<file path="src/rtl/cnn_pkg.sv">
// cnn_pkg: shared sizing constants and FSM state type for the CNN 1D stream feeder.
package cnn_pkg;

    localparam int unsigned IMG_LEN   = 7;
    localparam int unsigned K         = 3;
    localparam int unsigned DW        = 4;
    localparam int unsigned RW        = 10;
    localparam int unsigned RD_LAT    = 1;

    localparam int unsigned NUM_WIN   = IMG_LEN - K + 1;
    localparam int unsigned NUM_PAIRS = NUM_WIN * K;
    localparam int unsigned RD_CYC    = RD_LAT + NUM_WIN;

    localparam int unsigned IW  = $clog2(IMG_LEN);
    localparam int unsigned FW  = $clog2(K);
    localparam int unsigned WW  = $clog2(NUM_WIN);
    localparam int unsigned RCW = $clog2(RD_CYC);
    localparam int unsigned AW  = 3;

    typedef enum logic [2:0] {
        IDLE   = 3'd0,
        STREAM = 3'd1,
        GAP    = 3'd2,
        READ   = 3'd3,
        DONE   = 3'd4
    } state_t;

endpackage

</file>
<file path="src/rtl/cnn_window_addr_gen.sv">
// cnn_window_addr_gen: window/tap counters for the pair stream, window-major, tap-minor.
// The counters point at the next pair to be issued; o_last_pair flags that this pair is the final one.
module cnn_window_addr_gen
    import cnn_pkg::*;
(
    input  logic          clk,
    input  logic          reset,
    input  logic          i_clear,
    input  logic          i_step,
    output logic [IW-1:0] o_img_idx,
    output logic [FW-1:0] o_flt_idx,
    output logic          o_last_pair
);

    logic [WW-1:0] r_win;
    logic [FW-1:0] r_tap;
    logic          w_tap_last;
    logic          w_win_last;

    assign w_tap_last  = (r_tap == FW'(K - 1));
    assign w_win_last  = (r_win == WW'(NUM_WIN - 1));
    assign o_last_pair = w_tap_last && w_win_last;
    assign o_img_idx   = IW'(r_win) + IW'(r_tap);
    assign o_flt_idx   = r_tap;

    // Advance tap, then window; hold on the last pair so indices never pass IMG_LEN-1.
    always_ff @(posedge clk) begin
        if (reset || i_clear) begin
            r_win <= '0;
            r_tap <= '0;
        end else if (i_step && !o_last_pair) begin
            if (w_tap_last) begin
                r_tap <= '0;
                r_win <= r_win + 1'b1;
            end else begin
                r_tap <= r_tap + 1'b1;
            end
        end
    end

endmodule

</file>
<file path="src/rtl/cnn_stream_feeder.sv">
// cnn_stream_feeder: holds image/filter buffers, streams Image/Filter pairs with Start to the
// CNN layer, then drives ReadEn and captures ConvResult per window.
// Optional macro CNN_FEEDER_SELFCHECK_EN adds a golden MAC that flags mismatching results on chk_err.
module cnn_stream_feeder
    import cnn_pkg::*;
(
    input  logic          clk,
    input  logic          reset,
    input  logic          cfg_we,
    input  logic          cfg_sel,
    input  logic [AW-1:0] cfg_addr,
    input  logic [DW-1:0] cfg_data,
    input  logic          go,
    output logic          busy,
    output logic          done,
    output logic [DW-1:0] Image,
    output logic [DW-1:0] Filter,
    output logic          Start,
    output logic          ReadEn,
    input  logic [RW-1:0] ConvResult,
    output logic          res_valid,
    output logic [AW-1:0] res_idx,
    output logic [RW-1:0] res_data,
    output logic          chk_err
);

    logic [DW-1:0]  r_img [IMG_LEN];
    logic [DW-1:0]  r_flt [K];

    state_t         r_state;
    logic           r_busy;
    logic           r_done;
    logic [DW-1:0]  r_image;
    logic [DW-1:0]  r_filter;
    logic           r_start;
    logic           r_readen;
    logic           r_res_valid;
    logic [AW-1:0]  r_res_idx;
    logic [RW-1:0]  r_res_data;
    logic           r_last_issued;
    logic [RCW-1:0] r_rd_cnt;

    logic [IW-1:0]  w_img_idx;
    logic [FW-1:0]  w_flt_idx;
    logic           w_last_pair;
    logic           w_accept;
    logic           w_step;
    logic           w_clear;
    logic           w_capture;

    assign w_accept  = (r_state == IDLE) && go;
    assign w_step    = w_accept || ((r_state == STREAM) && !r_last_issued);
    assign w_clear   = (r_state == GAP);
    assign w_capture = (r_state == READ) && (r_rd_cnt >= RCW'(RD_LAT));

    cnn_window_addr_gen u_addr_gen (
        .clk         (clk),
        .reset       (reset),
        .i_clear     (w_clear),
        .i_step      (w_step),
        .o_img_idx   (w_img_idx),
        .o_flt_idx   (w_flt_idx),
        .o_last_pair (w_last_pair)
    );

    // Host configuration writes; dropped while a run is in progress or when out of range.
    always_ff @(posedge clk) begin
        if (reset) begin
            for (int unsigned i = 0; i < IMG_LEN; i++) r_img[i] <= '0;
            for (int unsigned i = 0; i < K; i++)       r_flt[i] <= '0;
        end else if (cfg_we && !r_busy) begin
            if (!cfg_sel) begin
                if (32'(cfg_addr) < IMG_LEN) r_img[cfg_addr[IW-1:0]] <= cfg_data;
            end else begin
                if (32'(cfg_addr) < K) r_flt[cfg_addr[FW-1:0]] <= cfg_data;
            end
        end
    end

    // Run sequencer: pair stream, one-cycle gap, readout with capture, done pulse.
    always_ff @(posedge clk) begin
        if (reset) begin
            r_state       <= IDLE;
            r_busy        <= 1'b0;
            r_done        <= 1'b0;
            r_image       <= '0;
            r_filter      <= '0;
            r_start       <= 1'b0;
            r_readen      <= 1'b0;
            r_res_valid   <= 1'b0;
            r_res_idx     <= '0;
            r_res_data    <= '0;
            r_last_issued <= 1'b0;
            r_rd_cnt      <= '0;
        end else begin
            r_done      <= 1'b0;
            r_res_valid <= 1'b0;
            if (w_capture) begin
                r_res_valid <= 1'b1;
                r_res_data  <= ConvResult;
                r_res_idx   <= AW'(r_rd_cnt - RCW'(RD_LAT));
            end
            case (r_state)
                IDLE: begin
                    if (go) begin
                        r_state       <= STREAM;
                        r_busy        <= 1'b1;
                        r_start       <= 1'b1;
                        r_image       <= r_img[w_img_idx];
                        r_filter      <= r_flt[w_flt_idx];
                        r_last_issued <= w_last_pair;
                    end
                end
                STREAM: begin
                    if (r_last_issued) begin
                        r_state  <= GAP;
                        r_start  <= 1'b0;
                        r_image  <= '0;
                        r_filter <= '0;
                    end else begin
                        r_image       <= r_img[w_img_idx];
                        r_filter      <= r_flt[w_flt_idx];
                        r_last_issued <= w_last_pair;
                    end
                end
                GAP: begin
                    r_state  <= READ;
                    r_readen <= 1'b1;
                    r_rd_cnt <= '0;
                end
                READ: begin
                    r_rd_cnt <= r_rd_cnt + 1'b1;
                    if (r_rd_cnt == RCW'(RD_CYC - 1)) begin
                        r_state  <= DONE;
                        r_readen <= 1'b0;
                        r_busy   <= 1'b0;
                        r_done   <= 1'b1;
                    end
                end
                DONE: begin
                    r_state <= IDLE;
                end
                default: begin
                    r_state <= IDLE;
                end
            endcase
        end
    end

`ifdef CNN_FEEDER_SELFCHECK_EN
    logic [RCW-1:0] w_chk_win;
    logic [RW-1:0]  w_golden;
    logic           r_chk_err;

    // Golden MAC for the window being captured this cycle.
    always_comb begin
        w_chk_win = w_capture ? (r_rd_cnt - RCW'(RD_LAT)) : '0;
        w_golden  = '0;
        for (int unsigned t = 0; t < K; t++) begin
            w_golden = w_golden
                     + RW'(r_img[IW'(w_chk_win) + IW'(t)]) * RW'(r_flt[FW'(t)]);
        end
    end

    // Sticky mismatch flag, cleared by reset or an accepted go.
    always_ff @(posedge clk) begin
        if (reset || w_accept) begin
            r_chk_err <= 1'b0;
        end else if (w_capture && (ConvResult != w_golden)) begin
            r_chk_err <= 1'b1;
        end
    end

    assign chk_err = r_chk_err;
`else
    assign chk_err = 1'b0;
`endif

    assign busy      = r_busy;
    assign done      = r_done;
    assign Image     = r_image;
    assign Filter    = r_filter;
    assign Start     = r_start;
    assign ReadEn    = r_readen;
    assign res_valid = r_res_valid;
    assign res_idx   = r_res_idx;
    assign res_data  = r_res_data;

endmodule
</file>
<file path="config.mk">
export PLATFORM = sky130hd
export DESIGN_NAME = cnn_stream_feeder
export DESIGN_NICKNAME = d
export VERILOG_FILES = /design/src/rtl/cnn_pkg.sv /design/src/rtl/cnn_window_addr_gen.sv /design/src/rtl/cnn_stream_feeder.sv
export SDC_FILE = /design/constraint.sdc
export NUM_CORES = 1
export LEC_CHECK = 0
export CORE_MARGIN = 4
export CORE_UTILIZATION = 40
export DETAILED_ROUTE_END_ITERATION = 8
export HOLD_SLACK_MARGIN = 0.12
export SLEW_MARGIN = 20
export SYNTH_ARGS = -nofsm -noshare
export SYNTH_HDL_FRONTEND = slang
export SYNTH_SLANG_ARGS = --single-unit
</file>
<file path="constraint.sdc">
create_clock -name clk -period 2.1 [get_ports clk]
set_clock_uncertainty 0.1 [all_clocks]
set_input_delay 0.42 -clock clk [delete_from_list [all_inputs] [get_ports clk]]
set_output_delay 0.42 -clock clk [all_outputs]
set_load 0.01 [all_outputs]
</file>
==> flow_summary.ini <==
[run_status]
status = finished with violations
violations = setup timing

[floorplanning]
fp.dieArea_mm2 = 0.0115
ios = 49
die_h_um = 107
fp-row-count = 35
initial_core_util_pct = 41.9
die_w_um = 107
core_mm2 = 0.00942

[setup_path]
worst_setup_path_start_kind = flop
reg2reg_slack_ns = -0.06
end_kind = flop
r2r-start = u_addr_gen.o_flt_idx[0]
cp_max_fo = 2
r2r-end = Image[2]
reg2reg_depth = 7
arrival_ns = 2.32
required_ns = 2.25
path_class = reg2reg

[synth]
synth_area_per_cell_um2 = 11.8
synthTopCellsByArea = edfxtp_1 (33%), dfxtp_1 (22%), mux2i_1 (6.6%)
dominantRegCellSynth = edfxtp_1
synth_edf_count = 44
netlist_area_mm2 = 0.00395
synth_seq_cells = 88
yosysTopAreaCell = edfxtp_1
yosysSeqAreaShare_pct = 55.8
synthArstFlopShare_pct = 0
synth_cell_types = 50
yosysTopAreaCellShare_pct = 33.5
synth_cells = 335
yosys_warnings = 0

[clock_network]
cts.clk_slew.worst_paths_ns = 0.09
clock_path_buffers = 2
clock_sink_count = 88
clockRootBuffer = clkbuf_8
htree_levels = 3
cts_hold_buf = 0
clkLatencyLatePin_ns = 0.36
cts_inserted_buffers = 9
cts_tree = done
cts.repair_timing.setup_buffer_count = 0

[sta]
fin_hold_ws_ns = 0.377
max_freq_ghz = 0.463
tightest_slew_ns = 0.516
slew_headroom_pct = 65.6
rsz0062_at_grt = true
setup_tns_ns = -0.103
period_needed_ns = 2.16
setup_viol = 4
worst_slack_ns = -0.0620
finalHoldViolCount = 0
finalCritPeriodShare_pct = 103
slew_violations = 0

[layout]
final_util_pct = 52.6
syn2layout_area_growth_pct = 25.6
fin_cells = 544
nets = 439
final_layout_size_suffix_gt1_share_pct = 14.9
final_common_cell = clkdlybuf4s50_1
diodes = 0
layout_common_cells = clkdlybuf4s50_1 (46), edfxtp_1 (44), dfxtp_1 (42), nor2_1 (37), and2_1 (36)

[route]
routed_via_density = 4.85
dr.pass1.iters = 4
drtIter0Drc = 115
avgRoutedWirePerCell_um = 14.4
ant_nets = 0
route.vias.total = 2640
drc = 0
wl_um = 7860

[grt]
grt_pass1_wl_um = 13300
antenna_found_initial = 0
grt_overflow = 0
grt_pass1_vias = 2688
grt_max_degree = 49
groute.usage.overall_pct = 14.8

[min_path]
min_to = Image[0]
holdCritPathClass = reg2reg
worstHoldPathCells = 1
hp-start = Image[0]

[power]
vdd_drop_max_uv = 329
leakage_nw = 1.91
power_density_mw_per_mm2 = 693

[place]
dpl.cell_count = 528
routabilityCongestion = 0.746
dp_hpwl_um = 5700
io_buffers = 47

[run]
cap_violations = 0
==> routing by layer <==
| layer | track usage, % | vias to the layer above | routed length, um |
|---|---|---|---|
| met5 | 0 | - | 0 |
| met3 | 3.54 | 8 | 284 |
| met4 | 5.21 | 0 | 111 |
| met1 | 18.9 | 1236 | 3640 |
| li1 | - | 1344 | - |
| met2 | 24.5 | 52 | 3820 |
==> repair_timing <==
action / 4_1_cts / 5_1_grt
pin swaps: 2 / 0
gates resized for setup: 4 / 2
endpoints found under the setup margin: 4 / 4
==> Yosys cell counts, types with 3 or more instances <==
cell       number
dfxtp_1        44
edfxtp_1       44
nor2_1         37
and2_1         36
mux2i_1        26
nor3_1         14
nand2_1        10
nor2b_1        10
a21oi_1         8
a22oi_1         8
nand3_1         8
buf_2           7
inv_1           7
clkbuf_1        6
ha_1            6
mux4_2          6
a21o_1          5
nand2b_1        5
a211oi_1        4
or2_1           4
a2111oi_2       3
a32o_1          3
o21a_1          3
==> logic make-up after synthesis <==
family | share of synthesized area [%]
AO/OA/AOI/OAI | 8.98
XOR/XNOR | 1.08
adder cells (fa/ha/maj) | 2.41
buffers and inverters | 2.70
flip-flops | 55.8
multiplexers | 10.0
other | 0.0951
AND/OR/NAND/NOR | 18.9
==> metrics by stage <==
step / instance area, um^2 / power, mW / worst slack [ns]
6_report: 4950 / 3.43 / -0.0620
3_3_place_gp: 4740 / 2.31 / -0.0608
4_1_cts: 4940 / 3.47 / -0.0710
5_1_grt: 4950 / 3.59 / -0.163
3_5_place_dp: 4740 / 2.32 / -0.0827
2_1_floorplan: 3980 / 2.14 / -0.0467
==> how the worst max path moves through the flow <==
stage | to | start | cells past startpoint | slack [ns]
finish | Image[2] | u_addr_gen.o_flt_idx[0] | 7 | -0.06
global route | Image[2] | u_addr_gen.o_flt_idx[0] | 7 | -0.16
CTS | Image[2] | u_addr_gen.o_flt_idx[0] | 7 | -0.07
detailed placement | r_flt[0][0] | cfg_addr[2] | 6 | -0.08
global placement | Image[2] | u_addr_gen.r_win[0] | 7 | -0.06
floorplan | Image[2] | u_addr_gen.o_flt_idx[0] | 8 | -0.05
==> power by group <==
part           switching, mW  internal, mW  total (mW)
logic                  0.177         0.197       0.374
registers             0.0375          1.87        1.90
clock network          0.601         0.555        1.16
total                  0.816          2.62        3.43
==> area by class of cell <==
cell class                 instances  area (um^2)
sequential                        88         2200
multi-input combinational        232         1690
clock inverter                     6         67.6
fill                             845         4460
timing repair buffer              72          678
tap                              129          161
clock buffer                      10          128
inverter                           7         26.3
==> flip-flops by register name, summed over array words and instances, names as in the netlist, 3 cells and up, named ones only <==
name and flops:
Filter 4, r_state 3, u_addr_gen.r_win 3, res_idx 3, r_flt 16, res_data 10
r_rd_cnt 3, r_img 32, Image 4
==> critical path: stages, from the launching register on <==
cell	delay [ns]
dfxtp_2	0.34
ha_1	0.13
inv_1	0.05
fa_2	0.58
mux4_2	0.50
mux2i_1	0.14
nor3_1	0.06
a21o_1	0.17
Power figures use the tool's default switching activity.
